--- config.mk ---
export PLATFORM = sky130hd
export DESIGN_NAME = ncc_search_ctrl
export DESIGN_NICKNAME = d
export VERILOG_FILES = /design/src/rtl/ncc_search_ctrl.sv
export SDC_FILE = /design/constraint.sdc
export NUM_CORES = 1
export LEC_CHECK = 0
export CAP_MARGIN = 10
export CORE_MARGIN = 5
export CORE_UTILIZATION = 40
export DETAILED_ROUTE_END_ITERATION = 6
export GPL_TIMING_DRIVEN = 0
export PLACE_DENSITY = 0.73
export SYNTH_ARGS = -nofsm -noshare
export SYNTH_HDL_FRONTEND = slang
export SYNTH_SLANG_ARGS = --single-unit
--- constraint.sdc ---
create_clock -name clk -period 7.6 [get_ports clk]
set_input_delay 1.52 -clock clk [delete_from_list [all_inputs] [get_ports clk]]
set_output_delay 1.52 -clock clk [all_outputs]
set_load 0.005 [all_outputs]
--- src/rtl/ncc_search_ctrl.sv ---
// rtl/ncc_search_ctrl.sv - search sequencer for the ncc processing element
//
// Steps through NUM_POS candidate window positions. For each position it
// fetches the window, waits for the pixels and the log2 stage, strobes the
// ncc window and accumulator registers, then reduces the accumulator lanes
// to a score. The best (maximum) score and its position are reported once
// per search.
//
// Ports:
//   clk            clock, all logic on the rising edge
//   rst            synchronous active-low reset
//   start          begin a search (accepted only when idle)
//   abort          cancel an in-progress search
//   busy           high while a search is running
//   win_rd_en      one-cycle read request to the window buffer
//   win_rd_addr    position being fetched, held stable while waiting
//   win_rd_valid   window pixels are presented to the log2 stage this cycle
//   loadWinReg     ncc window-register load strobe
//   loadAccSumReg  ncc accumulator load strobe
//   acc_out        ncc accumulator lanes, lane i at [i*ACC_W +: ACC_W]
//   best_score     best lane-sum of the current/last search
//   best_pos       position of best_score
//   result_valid   one-cycle pulse when a search completes

module ncc_search_ctrl #(
   parameter int NUM_LANES = 8,
   parameter int ACC_W     = 16,
   parameter int NUM_POS   = 16,
   parameter int LOG_LAT   = 1,
   parameter int POS_W     = (NUM_POS > 1) ? $clog2(NUM_POS) : 1
) (
   input  logic                                  clk,
   input  logic                                  rst,
   input  logic                                  start,
   input  logic                                  abort,
   output logic                                  busy,
   output logic                                  win_rd_en,
   output logic [POS_W-1:0]                      win_rd_addr,
   input  logic                                  win_rd_valid,
   output logic                                  loadWinReg,
   output logic                                  loadAccSumReg,
   input  logic [NUM_LANES*ACC_W-1:0]            acc_out,
   output logic [ACC_W+$clog2(NUM_LANES)-1:0]    best_score,
   output logic [POS_W-1:0]                      best_pos,
   output logic                                  result_valid
);

   localparam int SCORE_W = ACC_W + $clog2(NUM_LANES);
   localparam int CNT_W   = (LOG_LAT > 1) ? $clog2(LOG_LAT) : 1;

   localparam logic [POS_W-1:0] LAST_POS = POS_W'(NUM_POS - 1);
   localparam logic [CNT_W-1:0] CNT_INIT = (LOG_LAT > 0) ? CNT_W'(LOG_LAT - 1) : '0;

   typedef enum logic [2:0] {
      S_IDLE,
      S_FETCH,
      S_WAIT,
      S_LOGW,
      S_LDWIN,
      S_LDACC,
      S_SAMPLE,
      S_DONE
   } state_t;

   state_t             state;
   logic [POS_W-1:0]   pos;
   logic [CNT_W-1:0]   lat_cnt;
   logic [SCORE_W-1:0] score;

   // The fetch address is the position counter itself, so it stays put for
   // the whole time the position is being processed.
   assign win_rd_addr = pos;

   // Full-width lane reduction; SCORE_W leaves room for NUM_LANES maximal
   // lanes so the sum can never wrap.
   always_comb begin
      score = '0;
      for (int i = 0; i < NUM_LANES; i++) begin
         score = score + SCORE_W'(acc_out[i*ACC_W +: ACC_W]);
      end
   end

   // Outputs are registered: each transition also sets the strobes that
   // belong to the state being entered, so every strobe is high exactly
   // during its own state.
   always_ff @(posedge clk) begin
      if (!rst) begin
         state         <= S_IDLE;
         pos           <= '0;
         lat_cnt       <= '0;
         busy          <= 1'b0;
         win_rd_en     <= 1'b0;
         loadWinReg    <= 1'b0;
         loadAccSumReg <= 1'b0;
         result_valid  <= 1'b0;
         best_score    <= '0;
         best_pos      <= '0;
      end else begin
         win_rd_en     <= 1'b0;
         loadWinReg    <= 1'b0;
         loadAccSumReg <= 1'b0;
         result_valid  <= 1'b0;

         if (abort && state != S_IDLE) begin
            // Abort beats every transition, including SAMPLE->DONE; the best
            // tracker keeps whatever partial values it had.
            state <= S_IDLE;
            busy  <= 1'b0;
            pos   <= '0;
         end else begin
            case (state)
               S_IDLE: begin
                  if (start && !abort) begin
                     state      <= S_FETCH;
                     pos        <= '0;
                     busy       <= 1'b1;
                     best_score <= '0;
                     best_pos   <= '0;
                     win_rd_en  <= 1'b1;
                  end
               end

               S_FETCH: begin
                  state <= S_WAIT;
               end

               S_WAIT: begin
                  if (win_rd_valid) begin
                     if (LOG_LAT > 0) begin
                        state   <= S_LOGW;
                        lat_cnt <= CNT_INIT;
                     end else begin
                        state      <= S_LDWIN;
                        loadWinReg <= 1'b1;
                     end
                  end
               end

               // Entered with LOG_LAT-1, leaves on zero: LOG_LAT cycles here.
               S_LOGW: begin
                  if (lat_cnt == '0) begin
                     state      <= S_LDWIN;
                     loadWinReg <= 1'b1;
                  end else begin
                     lat_cnt <= lat_cnt - CNT_W'(1);
                  end
               end

               S_LDWIN: begin
                  state         <= S_LDACC;
                  loadAccSumReg <= 1'b1;
               end

               S_LDACC: begin
                  state <= S_SAMPLE;
               end

               S_SAMPLE: begin
                  // Position 0 seeds the tracker; later positions replace it
                  // only on a strictly larger score so ties keep the earlier one.
                  if (pos == '0 || score > best_score) begin
                     best_score <= score;
                     best_pos   <= pos;
                  end
                  if (pos == LAST_POS) begin
                     state        <= S_DONE;
                     result_valid <= 1'b1;
                  end else begin
                     state     <= S_FETCH;
                     pos       <= pos + POS_W'(1);
                     win_rd_en <= 1'b1;
                  end
               end

               S_DONE: begin
                  state <= S_IDLE;
                  busy  <= 1'b0;
                  pos   <= '0;
               end

               default: begin
                  state <= S_IDLE;
                  busy  <= 1'b0;
                  pos   <= '0;
               end
            endcase
         end
      end
   end

endmodule

==> results.cfg, run 1 <==
[run_status]
outcome = complete, no violations

[logic_synthesis]
synth_warnings = 0
synth_area_leaders = fa_1 (35%), inv_1 (16%), dfxtp_1 (13%)
synth_edf_count = 0
yosysSeqAreaShare_pct = 12.8
yosys.area.top_type = fa_1
async_flop_share_pct = 0
synth_flop_cell = dfxtp_1
synth.distinct_cells = 50
postSynthAreaPerCell_um2 = 8.47
syn-instance-count = 645
synth-seq-cells = 35
synth_nets = 913
synth.top_cell.area_share_pct = 34.8
syn-cell-area_um2 = 5460

[global_route]
grt_max_degree = 12
grt_use_met1_pct = 19.3
globalRoute.totalOverflow = 0
grt-busiest-layer = met2
grt_pass1_vias = 4946
met2_usage_pct = 28.3
grt_use_total_pct = 15.8
grt_pass1_wl_um = 21400
antenna_found_initial = 0
grt.met3_usage_pct = 4.46

[timing]
tightest_slew_ns = 0.513
setup_viol = 0
finalClockSkew_ns = 0.00366
holdWs_ns = 0.469
period_share_pct = 96.5
fmax_ghz = 0.136
max_slew_margin_pct = 65.8
slew_viol_final = 0
final_hold_viol_count = 0
setup_ws_ns = 0.266
fin_crit_ns = 7.33

[cts]
cts_buffer_depth = 2
ctsHoldBuffers = 0
cts.sink_count = 35
htree_levels = 2
clock_latency_ns = 0.28
clk_pin_slew_worst_paths_ns = 0.06
numCtsBuffers = 5
ctsRootBufferMaster = clkbuf_16
cts_tree = done

[finish]
drive_above_1_share_pct = 5.68
final_util_pct = 58.1
diodes = 0
finalNetCount = 1094
area_growth_syn_to_layout_pct = 41.4
final_cells = 1003

[worst_setup_path]
path_buf_inv = 7
crit_top_cell = fa_1
arrival_ns = 7.52
crit_family = adder cells
cp-end-kind = register
slowest_delay_ns = 0.53
crit_fanout = 10
crit_type = input pin to register
cp-start-kind = input pin
crit_required_ns = 7.79
cpMaxStageDelayCell = fa_1

[die]
initial_core_util_pct = 41.1
dieArea_um2 = 16100
ioPinCount = 165
core_area_um2 = 13300
die_x_um = 127
die_height_um = 127
row_count = 42

[routing]
vias = 4659
first_iter_violations = 161
wl_um = 12400
vias_per_cell = 4.65
post_drt_wl_per_cell_um = 12.4
postRouteAntennaNets = 0
drc = 0
dr.pass1.iters = 4

[power_and_ir_drop]
power_density_nw_per_um2 = 413
p_leak_nw = 3.67
ir_drop_mv = 0.244
finalPower_w = 0.00319

[worst_hold_path]
hp-class = register to register

[place]
port_buffers = 164
place_inst = 985
dp_hpwl_um = 10500
place_congestion = 0.789
pre_cts_slack_ns = -0.949

[job]
max-cap-violations = 0
where the power goes:
group	total, W	leakage, nW	internal, W	switching [W]
clock	0.000269	0.0911	0.000188	0.0000805
sequential	0.000187	0.282	0.000186	0.00000142
combinational	0.00273	3.29	0.00119	0.00155
total	0.00319	3.67	0.00156	0.00163
layout make-up:
class / count / area [um2]
Fill cell: 1204 / 5570
Multi-Input combinational cell: 362 / 3910
Timing Repair Buffer: 174 / 1720
Inverter: 234 / 878
Sequential cell: 35 / 701
Tap cell: 176 / 220
Clock buffer: 6 / 129
Buffer: 14 / 109
Clock inverter: 2 / 60.1
cells in the mapped netlist (6+ instances only):
library cell and n:
o211ai_1 13, ha_1 40, nor3_1 7, inv_1 234
nand2_1 18, nor2_1 27, o21a_1 6, a21o_1 6
fa_1 95, a21oi_1 40, o31ai_1 6, dfxtp_1 35
clkbuf_1 7, o21ai_0 18, xor2_1 7, nand3_1 15
nand4_1 7, a211oi_1 6
sequential cells by signal (all words and copies together), names as in the netlist:
signal	flops
best_score	19
best_pos	4
win_rd_addr	4
state	3
busy	1
loadAccSumReg	1
loadWinReg	1
result_valid	1
win_rd_en	1
worst paths after layout:
kind	from	to	slack, ns	cells after the start
min	best_pos[2]$_SDFFE_PN0P_	best_pos[2]$_SDFFE_PN0P_	0.47	2
max reg2reg	best_score[10]$_SDFFE_PN0P_	best_score[18]$_SDFFE_PN0P_	5.34	10
max	acc_out[82]	best_score[18]$_SDFFE_PN0P_	0.27	25
min reg2reg	best_pos[2]$_SDFFE_PN0P_	best_pos[2]$_SDFFE_PN0P_	0.47	2
metrics by stage:
stage,TNS (ns),cell area [um2]
6_report,0,7730
5_1_grt,-0.0277,7730
4_1_cts,0,7560
3_5_place_dp,-18.16,7330
3_3_place_gp,-18.17,7330
2_1_floorplan,0,5460
worst register-to-register path, stage by stage, from the launching register on:
cell,delay (ns)
dfxtp_1,0.35
inv_1,0.08
ha_1,0.31
nand4_1,0.17
nor3_4,0.31
a41o_4,0.29
a211o_1,0.12
buf_6,0.15
buf_8,0.15
nand4_1,0.12
o31ai_1,0.11
timing repair:
action | CTS | global route
pin swaps | 4 | 26
gates resized for setup | 8 | 26
endpoints found under the setup margin | 23 | 23
buffers inserted | 3 | 7
cloned | 0 | 0
routing by layer:
| layer | vias up | part of all wire, % |
|---|---|---|
| li1 | 2351 | - |
| met1 | 2177 | 41 |
| met2 | 124 | 50 |
| met3 | 7 | 7.7 |
| met4 | 0 | 0.61 |
| met5 | - | 0 |
kinds of logic after synthesis:
group           after synthesis  synth area share (%)
compound gates              123                  15.5
simple gates                 92                  8.17
buf+inv                     248                  17.6
fa+ha+maj                   135                  44.0
flops                        35                  12.8
xor+xnor                     12                  1.92
placed cells by master (no fill, tap or decap), drive strengths merged, types with 6 or more instances in the layout:
cell type	Yosys	routed
nand4	7	7
nor3	7	7
nor2	27	27
clkbuf	7	13
o21a	6	6
nand3	15	15
o21ai	18	18
clkdlybuf4s50	0	164
fa	95	95
buf	7	17
a211oi	7	7
inv	234	234
nand2	18	18
o31ai	6	6
ha	40	40
o211ai	13	13
xor2	7	7
a21oi	41	41
a21o	6	6
dfxtp	35	35
(Power assumes the default switching activity.)
==> run 2, diff against run 1 <==
- CORE_UTILIZATION: 40 -> 44
- HOLD_SLACK_MARGIN: not set -> 0.06
- PLACE_DENSITY: 0.73 -> 0.79
==> run 2 against run 1 <==
Wire length increased by 0.79%. Register-to-register slack worse by 0.09 ns. First-iteration DRC count up 35%. Cell count shrank 0.40%. Die area down 8.4%. Critical endpoint is now best_pos[3]$_SDFFE_PN0P_.
==> results.cfg, run 2 (synthesis results as in run 1) <==
[finish]
drive_above_1_share_pct = 6.14
seqCellArea_um2 = 701
finalNetCount = 1098
diodes = 0
fillers = 1031
largest_reg_flops = 19
multi_input_area_um2 = 3910
top_register = best_score
final_common_cell = inv_1
area_growth_syn_to_layout_pct = 41.2
most-common-layout-cells = inv_1 (234), clkdlybuf4s50_1 (164), fa_1 (94), a21oi_1 (38), ha_1 (38)

[worst_setup_path]
ff2ff_path_depth = 10
crit_fanout = 5
rr_startpoint = best_score[10]$_SDFFE_PN0P_
crit_required_ns = 7.75
r2r_end = best_pos[3]$_SDFFE_PN0P_
cp-start-kind = input pin
arrival_ns = 7.56
crit_family = adder cells
path_buf_inv = 7
rrSetupSlack_ns = 5.25
cpMaxStageDelayCell = fa_1
cp-end-kind = register
crit_type = input pin to register
slowest_delay_ns = 0.54

[job]
max-cap-violations = 0

[cts]
cts.sink_count = 35
clk_pin_slew_worst_paths_ns = 0.06
cts_tree = done
clock_latency_ns = 0.28
htree_levels = 2
cts_buffer_depth = 2
numCtsBuffers = 5
ctsRootBufferMaster = clkbuf_16

[power_and_ir_drop]
finalPower_w = 0.00316
ir_drop_mv = 0.247
p_leak_nw = 3.67
swShare_pct = 52.9
p_int_w = 0.00149
power_density_nw_per_um2 = 409
p_clk_share_pct = 6.2
switchingPower_w = 0.00167
p_seq_share_pct = 5.9
combPwrFrac_pct = 87.8

[timing]
tightest_slew_ns = 0.542
fin_setup_tns_ns = 0
fmax_ghz = 0.135
slew_viol_final = 0
setup_viol = 0
final_hold_viol_count = 0
finalClockSkew_ns = 0.00399
period_share_pct = 97.5
fin_crit_ns = 7.41
holdWs_ns = 0.482
rsz0062_at_grt = yes
max_slew_margin_pct = 63.9

[worst_hold_path]
hold_end = best_pos[1]$_SDFFE_PN0P_
hp-class = register to register
min_delay_path_depth = 2
hp-start = best_pos[1]$_SDFFE_PN0P_

[die]
initial_core_util_pct = 45.1
ioPinCount = 165
core_area_um2 = 12100
dieArea_um2 = 14700
die_x_um = 121
row_count = 40
die_height_um = 121

[run_status]
outcome = complete, no violations

[place]
place_congestion = 0.842
port_buffers = 164
dp_hpwl_um = 10400

[routing]
postRouteAntennaNets = 0
first_iter_violations = 217
wl_um = 12500
post_drt_wl_per_cell_um = 12.5
dr.pass1.iters = 4
vias = 4810
vias_per_cell = 4.81
drc = 0

[global_route]
globalRoute.totalOverflow = 0
grt_use_total_pct = 16.7
antenna_found_initial = 0
grt_pass1_vias = 4762
grt_pass1_wl_um = 20600
grt_max_degree = 12
-- run 2: cell types whose count changed in the layout (fill, tap and decap cells not counted), sizes merged --
cell	previous run	this run
clkinv	0	3
buf	17	19
bufinv	2	0
a31oi	5	6
-- run 2: area by class of cell --
cell class / count / area share (%)
buffer: 14 / 1.46
clock buffer: 5 / 1.62
clock inverter: 3 / 0.195
inverter: 234 / 11.4
multi-input combinational: 363 / 50.7
sequential: 35 / 9.08
tap: 168 / 2.72
timing repair buffer: 177 / 22.8
-- run 2: per-layer routing --
layer	vias up	share of wire, %	track usage [%]
li1	2350	-	-
met1	2295	39	20.3
met2	151	51	30.5
met3	14	8.1	3.59
met4	0	1.5	3.36
met5	-	0	0
-- run 2: what timing repair did --
| item | in CTS | in global routing |
|---|---|---|
| endpoints found under the setup margin | 23 | 23 |
| pin swaps | 3 | 16 |
| gates resized for setup | 8 | 27 |
| gates cloned | 0 | 4 |
| setup buffers | 1 | 9 |
| hold buffers | 0 | 0 |
-- run 2: per-stage QoR --
step / instances / worst slack [ns] / instance area [um2] / utilization, %
6_report: 999 / 0.189 / 7710 / 63.7
3_3_place_gp: 977 / -0.896 / 7320 / 60.4
3_5_place_dp: 977 / -0.812 / 7320 / 60.4
2_1_floorplan: 645 / 0.401 / 5460 / -
4_1_cts: 986 / 0.0156 / 7490 / 61.8
5_1_grt: 999 / -0.0875 / 7710 / 63.7
-- run 2: how the worst max path moves through the flow --
| stage | start | end | slack (ns) | cells after the start |
|---|---|---|---|---|
| 3_3_place_gp | acc_out[2] | best_score[11]$_SDFFE_PN0P_ | -0.90 | 23 |
| 4_1_cts | acc_out[2] | best_pos[3]$_SDFFE_PN0P_ | 0.02 | 24 |
| 5_1_grt | acc_out[50] | best_pos[3]$_SDFFE_PN0P_ | -0.09 | 25 |
| 2_1_floorplan | acc_out[2] | best_score[16]$_SDFFE_PN0P_ | 0.40 | 22 |
| 3_5_place_dp | acc_out[2] | best_score[11]$_SDFFE_PN0P_ | -0.81 | 23 |
| 6_report | acc_out[50] | best_pos[3]$_SDFFE_PN0P_ | 0.19 | 25 |
-- run 2: power by group through the flow --
| stage | registers (W) | clock network, W | logic (W) |
|---|---|---|---|
| finish | 0.000187 | 0.000197 | 0.00277 |
| detailed placement | 0.000191 | 0 | 0.00251 |
| global placement | 0.000191 | 0 | 0.00244 |
| global route | 0.000187 | 0.000209 | 0.00321 |
| CTS | 0.000187 | 0.000199 | 0.00255 |
| floorplan | 0.000191 | 0 | 0.00195 |
-- run 2: worst min-delay path, stage by stage, from the launching register on --
cell and delay, ns:
dfxtp_1 0.32, nand3_1 0.06, a21oi_1 0.05
